`config.mk`:
```
export PLATFORM = sky130hd
export DESIGN_NAME = mem_arbiter
export DESIGN_NICKNAME = d
export VERILOG_FILES = /design/src/rtl/mem_arbiter_pkg.sv /design/src/rtl/mem_arb_sel.sv /design/src/rtl/mem_arbiter.sv
export SDC_FILE = /design/constraint.sdc
export NUM_CORES = 1
export LEC_CHECK = 0
export ABC_CLOCK_PERIOD_IN_PS = 2100
export CAP_MARGIN = 20
export CELL_PAD_IN_SITES_DETAIL_PLACEMENT = 0
export CELL_PAD_IN_SITES_GLOBAL_PLACEMENT = 1
export CORE_UTILIZATION = 23
export DETAILED_ROUTE_END_ITERATION = 12
export PLACE_DENSITY = 0.81
export SYNTH_ARGS = -nofsm -noshare
export SYNTH_HDL_FRONTEND = slang
export SYNTH_SLANG_ARGS = --single-unit
```
`constraint.sdc`:
```
create_clock -name clk -period 2.1 [get_ports clk]
set_input_delay 0.525 -clock clk [delete_from_list [all_inputs] [get_ports clk]]
set_output_delay 0.525 -clock clk [all_outputs]
set_load 0.005 [all_outputs]
```
`src/rtl/mem_arbiter_pkg.sv`:
```
// Shared definitions for the two-master single-port memory arbiter.
package mem_arbiter_pkg;

   localparam int unsigned ADDR_W = 32;
   localparam int unsigned DATA_W = 32;
   localparam int unsigned BE_W   = 4;
   localparam int unsigned CNT_W  = 4;

   // Read-owner / winner encoding
   typedef enum logic {
      ARB_M0 = 1'b0,
      ARB_M1 = 1'b1
   } arb_owner_e;

   // Command presented to the RAM port
   typedef struct packed {
      logic [ADDR_W-1:0] addr;
      logic [BE_W-1:0]   we;
      logic [DATA_W-1:0] d;
   } mem_cmd_t;

   // Byte address to word-aligned address
   function automatic logic [ADDR_W-1:0] word_addr(input logic [ADDR_W-1:0] a);
      return a & ~ADDR_W'(3);
   endfunction

endpackage

```
`src/rtl/mem_arb_sel.sv`:
```
// Combinational grant selection between fetch (m0) and data (m1) requesters.
module mem_arb_sel
   import mem_arbiter_pkg::*;
(
   input  logic       [1:0] reqs,
   input  logic             starve,
   input  arb_owner_e       last_winner,
   output logic       [1:0] gnt
);

   // Lone requester wins; on conflict m0 wins if starving or if m1 won last
   always_comb begin
      gnt = reqs;
      if (reqs == 2'b11) begin
         gnt = (starve || (last_winner == ARB_M1)) ? 2'b01 : 2'b10;
      end
   end

endmodule

```
`src/rtl/mem_arbiter.sv`:
```
// Two-master arbiter in front of a single-port RAM with 1-cycle read latency.
// Optional MEM_ARB_RR_EN: round-robin conflict resolution instead of
// fixed m1 priority with m0 anti-starvation.
module mem_arbiter
   import mem_arbiter_pkg::*;
#(
   parameter int unsigned STARVE_LIMIT = 4
) (
   input  logic              clk,
   input  logic              rst_n,
   input  logic              m0_req,
   input  logic [ADDR_W-1:0] m0_addr,
   output logic              m0_gnt,
   output logic              m0_rvalid,
   output logic [DATA_W-1:0] m0_rdata,
   input  logic              m1_req,
   input  logic [ADDR_W-1:0] m1_addr,
   input  logic [BE_W-1:0]   m1_we,
   input  logic [DATA_W-1:0] m1_wdata,
   output logic              m1_gnt,
   output logic              m1_rvalid,
   output logic [DATA_W-1:0] m1_rdata,
   output logic              mem_en,
   output logic [ADDR_W-1:0] mem_addr,
   output logic [DATA_W-1:0] mem_d,
   output logic [BE_W-1:0]   mem_we,
   input  logic [DATA_W-1:0] mem_q
);

   logic              ready_q;
   logic              rd_pend_q;
   arb_owner_e        owner_q;
   logic [DATA_W-1:0] m0_rdata_q;
   logic [DATA_W-1:0] m1_rdata_q;
   logic [1:0]        gnt;
   logic              starve;
   arb_owner_e        last_winner;
   mem_cmd_t          cmd;
   logic              m1_rd;

`ifdef MEM_ARB_RR_EN
   arb_owner_e last_winner_q;

   assign starve      = 1'b0;
   assign last_winner = last_winner_q;

   // Remember who won the most recent grant
   always_ff @(posedge clk or negedge rst_n) begin
      if (!rst_n) begin
         last_winner_q <= ARB_M0;
      end else if (gnt[0]) begin
         last_winner_q <= ARB_M0;
      end else if (gnt[1]) begin
         last_winner_q <= ARB_M1;
      end
   end
`else
   logic [CNT_W-1:0] starve_cnt_q;

   assign starve      = (starve_cnt_q == CNT_W'(STARVE_LIMIT));
   assign last_winner = ARB_M0;

   // Count m1 grants taken while m0 waits; saturates at the limit
   always_ff @(posedge clk or negedge rst_n) begin
      if (!rst_n) begin
         starve_cnt_q <= '0;
      end else if (!m0_req || gnt[0]) begin
         starve_cnt_q <= '0;
      end else if (gnt[1] && !starve) begin
         starve_cnt_q <= starve_cnt_q + CNT_W'(1);
      end
   end
`endif

   mem_arb_sel u_sel (
      .reqs        ({m1_req, m0_req} & {2{ready_q}}),
      .starve      (starve),
      .last_winner (last_winner),
      .gnt         (gnt)
   );

   assign m0_gnt = gnt[0];
   assign m1_gnt = gnt[1];
   assign mem_en = |gnt;
   assign m1_rd  = gnt[1] && (m1_we == '0);

   // Route the granted requester onto the RAM port; fetches never write
   always_comb begin
      cmd = '0;
      if (gnt[1]) begin
         cmd.addr = word_addr(m1_addr);
         cmd.we   = m1_we;
         cmd.d    = m1_wdata;
      end else if (gnt[0]) begin
         cmd.addr = word_addr(m0_addr);
      end
   end

   assign mem_addr = cmd.addr;
   assign mem_we   = cmd.we;
   assign mem_d    = cmd.d;

   // Ready flag plus read-pending / owner tag steering next-cycle mem_q
   always_ff @(posedge clk or negedge rst_n) begin
      if (!rst_n) begin
         ready_q   <= 1'b0;
         rd_pend_q <= 1'b0;
         owner_q   <= ARB_M0;
      end else begin
         ready_q   <= 1'b1;
         rd_pend_q <= gnt[0] || m1_rd;
         if (gnt[1]) begin
            owner_q <= ARB_M1;
         end else if (gnt[0]) begin
            owner_q <= ARB_M0;
         end
      end
   end

   assign m0_rvalid = rd_pend_q && (owner_q == ARB_M0);
   assign m1_rvalid = rd_pend_q && (owner_q == ARB_M1);

   // Hold the last returned word for each requester
   always_ff @(posedge clk or negedge rst_n) begin
      if (!rst_n) begin
         m0_rdata_q <= '0;
         m1_rdata_q <= '0;
      end else begin
         if (m0_rvalid) m0_rdata_q <= mem_q;
         if (m1_rvalid) m1_rdata_q <= mem_q;
      end
   end

   assign m0_rdata = m0_rvalid ? mem_q : m0_rdata_q;
   assign m1_rdata = m1_rvalid ? mem_q : m1_rdata_q;

endmodule
```
==> results_dict.tcl <==
set metrics [dict create \
    syn_to_final_growth_pct 142 \
    synth.avg_cell_area_um2 13.0 \
    die_w_um 122 \
    fin_crit_ns 2.41 \
    yosysSeqAreaShare_pct 53.4 \
    num_vias 3528 \
    clock_sinks 71 \
    grt_pass1_vias 3842 \
    finalSetupViolCount 127 \
    path_clk_slew_ns 0.07 \
    r2r_cells 11 \
    dieArea_mm2 0.0150 \
    fillers 1137 \
    grt_usage_pct 19.5 \
    hold_ws_ns 0.0778 \
    ys_types 28 \
    io_pins 273 \
    finalClockSkew_ns 0.00566 \
    cts_buffers 9 \
    critPathRequiredTime_ns 1.57 \
    overflow 0 \
    drtAntennaViolNets 0 \
    viasPerCell 4.40 \
    wirelength_um 14700 \
    grt_max_degree 35 \
    grt_pass1_wl_um 21900 \
    rsz0062_at_grt "true" \
    ir_worst_vdd_mv 0.408 \
    wire_per_inst_um 18.3 \
    cp-start-kind "flip-flop" \
    drv_cap 0 \
    hold_path_class "in -> async" \
    place_ws_ns -0.770 \
    syn_area_mm2 0.00333 \
    rrSetupSlack_ns -0.02 \
    initial_core_util_pct 23.8 \
    root_buffer "clkbuf_16" \
    wl_met3_um 882 \
    cts_tree "done" \
    cts-htree-levels 3 \
    yosys_warnings 0 \
    violations "setup timing" \
    end_kind "output port" \
    setup_slack_ns -0.309 \
    nets 754 \
    synth_cells 256 \
    portBuffers 266 \
    dr.pass1.iters 4 \
    multi_input_area_mm2 0.00180 \
    hold_viol 0 \
    r2r_end "starve_cnt_q[2]" \
    slew_violations 0 \
    top_layer "met4" \
    drt_iter0_drc 97 \
    cp_data_arrival_time_ns 1.88 \
    worstSetupPathType "reg -> out" \
    total_power_mw 5.87 \
    drt-met1-wl_um 5570 \
    gp_congestion 0.809 \
    ys_seq_elements 71 \
    period_share_pct 115 \
    async_flop_share_pct 100 \
    wl_met2_um 8030 \
    core-area_mm2 0.0140 \
    p_per_area_mw_per_mm2 729 \
    outcome "finished with violations" \
    crit_start "starve_cnt_q[0]" \
    clkLatencyLatePin_ns 0.33 \
    ys.flop_type "dfrtp_1" \
    fmaxAchievable_mhz 415 \
    hpwlAfterDp_um 9260 \
    drc 0 \
    post_dp_cell_area_mm2 0.00635 \
    antenna_found_initial 0 \
    seqCellArea_mm2 0.00178 \
    placementRows 43 \
    synth_enable_flop_cells 0 \
    leakage_nw 3.88 \
    antenna_cells 0 \
    clock_path_buffers 2 \
    endpoint "mem_addr[10]" \
    critical_path_peak_fanout 6 \
    drive_gt1_share_pct 57.6 \
    design_area_mm2 0.00805 \
    r2r-start "starve_cnt_q[0]" \
    die_height_um 122 \
]
cells in the mapped netlist (2+ instances only):
library cell	number	area, um2
nor2b_1	2	12.5
nand3_1	2	10.0
conb_1	2	7.51
a22o_1	30	263
buf_4	5	37.5
and2_1	36	225
o21bai_1	2	15.0
nand3b_1	3	22.5
clkbuf_1	2	7.51
dfrtp_1	71	1780
nand2_1	3	11.3
inv_1	5	18.8
buf_2	13	65.1
ha_1	2	25.0
mux2_2	64	721
o31a_1	2	17.5
logic make-up (layout without fill, tap and decap cells):
logic type | Yosys count | in the layout | synth area share [%]
flip-flops | 71 | 71 | 53.4
other | 2 | 3 | 0.226
AO/OA/AOI/OAI | 39 | 39 | 10.2
AND/OR/NAND/NOR | 53 | 53 | 9.89
buffers and inverters | 25 | 389 | 3.87
multiplexers | 64 | 64 | 21.7
adder cells (fa/ha/maj) | 2 | 2 | 0.752
worst min-delay path by stage:
stage	start	to	slack, ns	cells past startpoint
after floorplan	rst_n	m0_rdata_q[0]	0.23	0
after global placement	rst_n	m0_rdata_q[7]	0.44	1
after detailed placement	rst_n	m1_rdata_q[5]	0.44	1
after CTS	rst_n	m1_rdata_q[5]	0.08	1
after global routing	rst_n	m1_rdata_q[2]	0.09	1
final	rst_n	m1_rdata_q[2]	0.08	1
critical path, cell delays in order, from the launching register on:
cell     delay [ns]
dfrtp_1        0.38
inv_2          0.07
ha_4           0.16
a41oi_4        0.16
buf_12         0.18
buf_12         0.13
buf_16         0.13
a22o_1         0.22
buf_2          0.13
state kept, by name (all words and copies together), names as in the netlist:
| signal | cells |
|---|---|
| rd_pend_q | 1 |
| owner_q | 1 |
| m1_rdata_q | 32 |
| ready_q | 1 |
| m0_rdata_q | 32 |
| starve_cnt_q | 4 |
power breakdown:
group,switching (mW),internal (mW)
Sequential,0.112,1.72
Combinational,0.783,1.68
Clock,0.631,0.946
Total,1.53,4.35
layout by cell type, fill, tap and decap left out, drive strengths merged, types with 2 or more instances in the layout:
| cell type | synthesis | routed |
|---|---|---|
| a22o | 30 | 30 |
| and2 | 36 | 36 |
| buf | 18 | 226 |
| clkbuf | 2 | 18 |
| clkdlybuf4s15 | 0 | 2 |
| clkdlybuf4s50 | 0 | 128 |
| conb | 2 | 3 |
| dfrtp | 71 | 71 |
| dlygate4sd2 | 0 | 3 |
| ha | 2 | 2 |
| inv | 5 | 9 |
| mux2 | 64 | 64 |
| nand2 | 4 | 4 |
| nand3 | 2 | 2 |
| nand3b | 3 | 3 |
| nor2b | 2 | 2 |
| o21bai | 2 | 2 |
| o31a | 2 | 2 |
per-stage QoR:
stage	instances	setup TNS (ns)	utilization (%)
6_report	801	-21.68	57.6
5_1_grt	801	-30.27	57.6
4_1_cts	797	-25.02	56.4
3_5_place_dp	705	-55.28	45.4
3_3_place_gp	705	-52.12	45.4
2_1_floorplan	257	0	-
cell type report:
class                   count  area share (%)
multi-input cells         161            22.3
clock inverters             7            1.07
inverters                   5           0.233
repair buffers            368            48.7
well taps                 180            2.80
flip-flops and latches     71            22.1
clock buffers               9            2.80
timing repair:
action	4_1_cts	5_1_grt
buffers inserted	66	19
setup endpoints to repair	135	135
cloned	15	2
hold buffers	0	0
resized for setup	721	85
pin swaps	47	29
layer usage:
layer	global-route usage, %	vias up
li1	-	1629
met1	22.8	1741
met2	35.3	144
met3	4.00	14
met4	6.10	0
met5	0	-
Note: power is estimated with default switching activity, not from simulation.
==> RTL edit 1, RTL diff (same settings) <==
Build with the macro `MEM_ARB_RR_EN` defined.
--- a/src/rtl/mem_arbiter.sv
+++ b/src/rtl/mem_arbiter.sv
@@ -1,6 +1,8 @@
 // Two-master arbiter in front of a single-port RAM with 1-cycle read latency.
 // Optional MEM_ARB_RR_EN: round-robin conflict resolution instead of
 // fixed m1 priority with m0 anti-starvation.
+`define MEM_ARB_RR_EN
+
 module mem_arbiter
    import mem_arbiter_pkg::*;
 #(
Function: changed (Yosys sat finds a counterexample within 4 cycles, from zero or initial values and one cycle with rst_n low).
==> RTL edit 1 against the original RTL <==
  * Critical path depth is the same
  * The flow still finishes with violations (setup timing)
  * Worst setup slack gained 0.19 ns
  * Synthesized area is 6.4% lower
  * Power grew 12%
  * Design area is 4.0% lower
  * Sequential power is 4% higher
  * Largest cell class unchanged
  * Cell count down 4.5%
  * Wire length fell by 1.7%
  * Sequential cell count fell by 3
  * Die area shrank 6.3%
==> RTL edit 1: results (changes against the original RTL) <==
[global_routing]
grt.met2_usage=0.388  ; was 0.353
use_met1=0.230  ; was 0.228
grt.met3_usage=0.0367  ; was 0.0400
grt_pass1_wl_mm=21.4  ; was 21.9 mm
first_global_vias=3747  ; was 3842
track_usage=0.202  ; was 0.195
antenna_found_initial=0  ; unchanged
grt_max_degree=35  ; unchanged
top_usage_layer=met2  ; unchanged

[drt]
routed_wl_mm=14.4  ; was 14.7 mm
drt_first_pass_iters=4  ; unchanged
drc_errors=0  ; unchanged
num_vias=3319  ; was 3528
first_iter_violations=118  ; was 97

[placement]
port_buffers=266  ; unchanged
dp_slack_ns=-0.677  ; was -0.770 ns
post-dp-hpwl_mm=9.03  ; was 9.26 mm
place.gp.congestion=0.793  ; was 0.809

[status]
status=finished, violations left  ; unchanged
violations=setup timing  ; unchanged

[sta]
setup_violations=104  ; was 127
clock_skew_ns=0.00459  ; was 0.00566 ns
setup_slack_ns=-0.117  ; was -0.309 ns
tns_ns=-4.74  ; was -21.68 ns

[min_path]
hold_path.class=in -> async  ; unchanged

[cts]
cts-root-buf=clkbuf_16  ; unchanged
cts_max_level=3  ; unchanged
cts.path.max_buffers=2  ; unchanged
numCtsBuffers=9  ; unchanged
path_clk_slew_ns=0.05  ; was 0.07 ns

[logic_synthesis]
synth_compound_area_frac=0.0988  ; was 0.102
synthArstFlopShare=1.00  ; unchanged
synthTopCellsByCount=68 x dfrtp_1, 61 x mux2_1, 36 x and2_1  ; was 71 x dfrtp_1, 64 x mux2_2, 36 x and2_1
synthAdderAreaFrac=0  ; was 0.00752
synth_area_leaders=dfrtp_1 55%, mux2_1 22%, a22o_1 8.4%, and2_1 7.2%, buf_2 1.6%  ; was dfrtp_1 53%, mux2_2 22%, a22o_1 7.9%, and2_1 6.8%, buf_2 2.0%
synthMuxAreaShare=0.231  ; was 0.217
ys_seq_area_frac=0.546  ; was 0.534
ys_types=19  ; was 28

[setup_path]
cp_max_fo=5  ; was 6

[pwr]
p_leak_uw=0.00375  ; was 0.00388 µW
peakVddDrop_v=0.000422  ; was 0.000408 V

[final_layout]
top_regs=m0_rdata_q (32), m1_rdata_q (32)  ; was m0_rdata_q (32), m1_rdata_q (32), starve_cnt_q (4)
final_layout_size_suffix_gt1_frac=0.589  ; was 0.576
diodes=0  ; unchanged
nets=720  ; was 754

-- RTL edit 1: changes by cell type after synthesis, sizes merged, moves of 2 or more --
cell / unedited run / this run
dfrtp: 71 / 68
nand3: 2 / 0
o31a: 2 / 0
ha: 2 / 0
nand3b: 3 / 0
inv: 5 / 3
-- RTL edit 1: through the flow --
| step | util | area, µm² | instances |
|---|---|---|---|
| final | 0.584 | 7730 | 765 |
| after global routing | 0.584 | 7730 | 765 |
| after CTS | 0.569 | 7540 | 756 |
| after detailed placement | 0.460 | 6090 | 674 |
| after global placement | 0.460 | 6090 | 674 |
| after floorplan | - | 3120 | 235 |
-- RTL edit 1: critical path, stage by stage, from the launching register on --
cell and delay (ns):
dfrtp_1 0.41, nand2_2 0.10, a21oi_4 0.14, buf_6 0.13, buf_12 0.13, buf_12 0.13
buf_12 0.10, and2_4 0.13, buf_6 0.09
-- RTL edit 1: cells by family after synthesis --
family / count (synthesis)
buf+inv: 22
compound gates: 36
simple gates: 42
other cells: 2
mux: 64
flops: 68
-- RTL edit 1: layout make-up --
cell class / count / area (µm²)
fillers: 1050 / 5510
well taps: 176 / 220
repair buffers: 357 / 3800
flip-flops and latches: 68 / 1700
inverters: 3 / 11.3
multi-input cells: 145 / 1680
clock inverters: 5 / 60.1
clock buffers: 11 / 253
-- RTL edit 1: worst paths after layout --
kind                                         start                  endpoint  slack [ns]  depth (start not counted)
max in group asynchronous                    rst_n   last_winner$_DFFE_PN0P_        1.53                          2
hold reg to reg            m0_rdata_q[9]$_DFF_PN0_   m0_rdata_q[9]$_DFF_PN0_        0.50                          1
min in group clk           m0_rdata_q[9]$_DFF_PN0_   m0_rdata_q[9]$_DFF_PN0_        0.50                          1
setup / recovery                 ready_q$_DFF_PN0_                 mem_d[13]       -0.12                          8
hold / removal                               rst_n  m0_rdata_q[19]$_DFF_PN0_        0.24                          2
setup reg to reg               owner_q$_DFFE_PN0P_  m0_rdata_q[12]$_DFF_PN0_        0.52                          7
-- RTL edit 1: timing repair --
item                                    4_1_cts  5_1_grt
resized for setup                           726       70
hold buffers                                  0        0
setup buffers                                53       17
gates cloned                                 13        1
hold endpoints to repair                      0        0
endpoints found under the setup margin      135      133
pin swaps                                    27       28
-- RTL edit 1: power by group --
part | switching (µW) | total, µW | internal [µW]
clock network | 555 | 1540 | 985
registers | 142 | 1900 | 1750
logic | 1000 | 3170 | 2160
total | 1700 | 6600 | 4900
-- RTL edit 1: layer usage --
layer / wire (µm) / vias up
li1: - / 1521
met1: 5650 / 1630
met2: 7950 / 158
met3: 712 / 10
met4: 128 / 0
met5: 0 / -
==> RTL edit 2, RTL diff (same settings) <==
Without the edit above. The package constant `ADDR_W` goes from 32 to 28.
--- a/src/rtl/mem_arbiter_pkg.sv
+++ b/src/rtl/mem_arbiter_pkg.sv
@@ -1,7 +1,7 @@
 // Shared definitions for the two-master single-port memory arbiter.
 package mem_arbiter_pkg;
 
-   localparam int unsigned ADDR_W = 32;
+   localparam int unsigned ADDR_W = 28;
    localparam int unsigned DATA_W = 32;
    localparam int unsigned BE_W   = 4;
    localparam int unsigned CNT_W  = 4;
Ports: changed (resized m0_addr, m1_addr and mem_addr); port bits go from 273 to 261. No check against the original RTL was run, so the function may have changed too.
==> RTL edit 2 against the original RTL <==
  * The flow still finishes with violations (setup timing)
  * Clock power down 6%
  * Critical path depth up 1
  * Wire length rose by 0.77%
  * Hold slack improved by 0.13 ns
  * Sequential cell count is the same
  * Die area rose by 0.67%
  * Non-clock buffer count rose by 6
  * Clock skew down 0.0035 ns
  * Worst setup slack got worse by 0.019 ns
  * Synthesized area grew 0.68%
  * Global-route usage is 0.53 points lower
  * Power shrank 1.7%
  * Design area grew 1.0%
  * Highest routed layer unchanged
==> RTL edit 2: results (changes against the original RTL) <==
[status]
violations=setup timing  ; unchanged
status=finished, violations left  ; unchanged

[logic_synthesis]
ys_types=30  ; was 28
syn_avg_cell_area_um2=13.4  ; was 13.0 µm²
ys_seq_area_frac=0.530  ; was 0.534
synthTopCellsByCount=71 x dfrtp_1, 64 x mux2_2, 36 x and2_1  ; unchanged

[sta]
setup_violations=123  ; was 127
tns_ns=-20.54  ; was -21.68 ns
setup_slack_ns=-0.328  ; was -0.309 ns
clock_skew_ns=0.00216  ; was 0.00566 ns

[drt]
viasPerCell=4.37  ; was 4.40
wl_per_cell_um=18.5  ; was 18.3 µm
first_iter_violations=130  ; was 97

[global_routing]
grt_pass1_wl_mm=20.9  ; was 21.9 mm
first_global_vias=3730  ; was 3842
track_usage=0.189  ; was 0.195
grt_max_degree=52  ; was 35

[placement]
placed_area_mm2=0.00621  ; was 0.00635 mm²
post-dp-hpwl_mm=9.47  ; was 9.26 mm
place.gp.congestion=0.954  ; was 0.809
port_buffers=254  ; was 266

[setup_path]
cp_max_fo=7  ; was 6
crit_arrival_ns=1.90  ; was 1.88 ns

[pwr]
p_int_uw=4370  ; was 4350 µW
p_leak_uw=0.00393  ; was 0.00388 µW

[final_layout]
final_layout_size_suffix_gt1_frac=0.606  ; was 0.576
nets=748  ; was 754

RTL edit 2: worst reg2reg max path, delay by kind of cell, from the launching register on:
family        cells  cell delay, ns
buf+inv           7            0.85
mux               1            0.30
simple gates      1            0.14
flops             1            0.38
RTL edit 2: stage by stage:
step,worst slack [ns],hold WS [ns],total power [µW]
2_1_floorplan,0.145,0.229,2400
3_3_place_gp,-0.702,0.478,3610
3_5_place_dp,-0.770,0.485,3660
4_1_cts,-0.384,0.208,5510
5_1_grt,-0.435,0.210,6080
6_report,-0.328,0.204,5770
RTL edit 2: final timing paths:
path | start | end | slack [ns]
setup / recovery | starve_cnt_q[0]$_DFFE_PN0P_ | mem_addr[16] | -0.33
hold / removal | rst_n | m0_rdata_q[19]$_DFF_PN0_ | 0.20
setup reg to reg | rd_pend_q$_DFF_PN0_ | m0_rdata_q[14]$_DFF_PN0_ | 0.31
hold reg to reg | m1_rdata_q[10]$_DFF_PN0_ | m1_rdata_q[10]$_DFF_PN0_ | 0.49
max in group asynchronous | rst_n | owner_q$_DFFE_PN0P_ | 1.62
min in group clk | m1_rdata_q[10]$_DFF_PN0_ | m1_rdata_q[10]$_DFF_PN0_ | 0.49
RTL edit 2: logic make-up (layout without fill, tap and decap cells):
family / count (synthesis) / in the layout / share of synthesized area
AO/OA/AOI/OAI: 35 / 35 / 0.0982
adder cells (fa/ha/maj): 2 / 2 / 0.00747
buffers and inverters: 23 / 392 / 0.0463
flip-flops: 71 / 71 / 0.530
multiplexers: 64 / 64 / 0.215
other: 2 / 3 / 0.00224
AND/OR/NAND/NOR: 53 / 53 / 0.100
RTL edit 2: final cells by class:
| class | count | area (µm²) |
|---|---|---|
| Timing Repair Buffer | 374 | 4010 |
| Tap cell | 180 | 225 |
| Multi-Input combinational cell | 157 | 1820 |
| Inverter | 5 | 18.8 |
| Clock inverter | 1 | 30.0 |
| Clock buffer | 12 | 256 |
| Fill cell | 1150 | 5910 |
| Sequential cell | 71 | 1780 |
RTL edit 2: routing by layer:
| metal | vias up | track usage | part of all wire |
|---|---|---|---|
| li1 | 1615 | - | - |
| met1 | 1681 | 0.198 | 0.36 |
| met2 | 178 | 0.360 | 0.54 |
| met3 | 23 | 0.0548 | 0.076 |
| met4 | 0 | 0.0587 | 0.018 |
| met5 | - | 0 | 0 |
RTL edit 2: power by group through the flow:
stage	clock network [µW]	registers (µW)	logic (µW)
after CTS	1520	1830	2160
after detailed placement	0	1840	1820
final	1480	1840	2450
after floorplan	0	1800	598
after global routing	1600	1870	2610
after global placement	0	1810	1790
RTL edit 2: what timing repair did:
action                     in CTS  in global routing
hold buffers                    0                  0
buffers inserted               64                 38
cloned                         13                  1
setup endpoints to repair     131                128
pin swaps                      30                 33
resized for setup             641                147
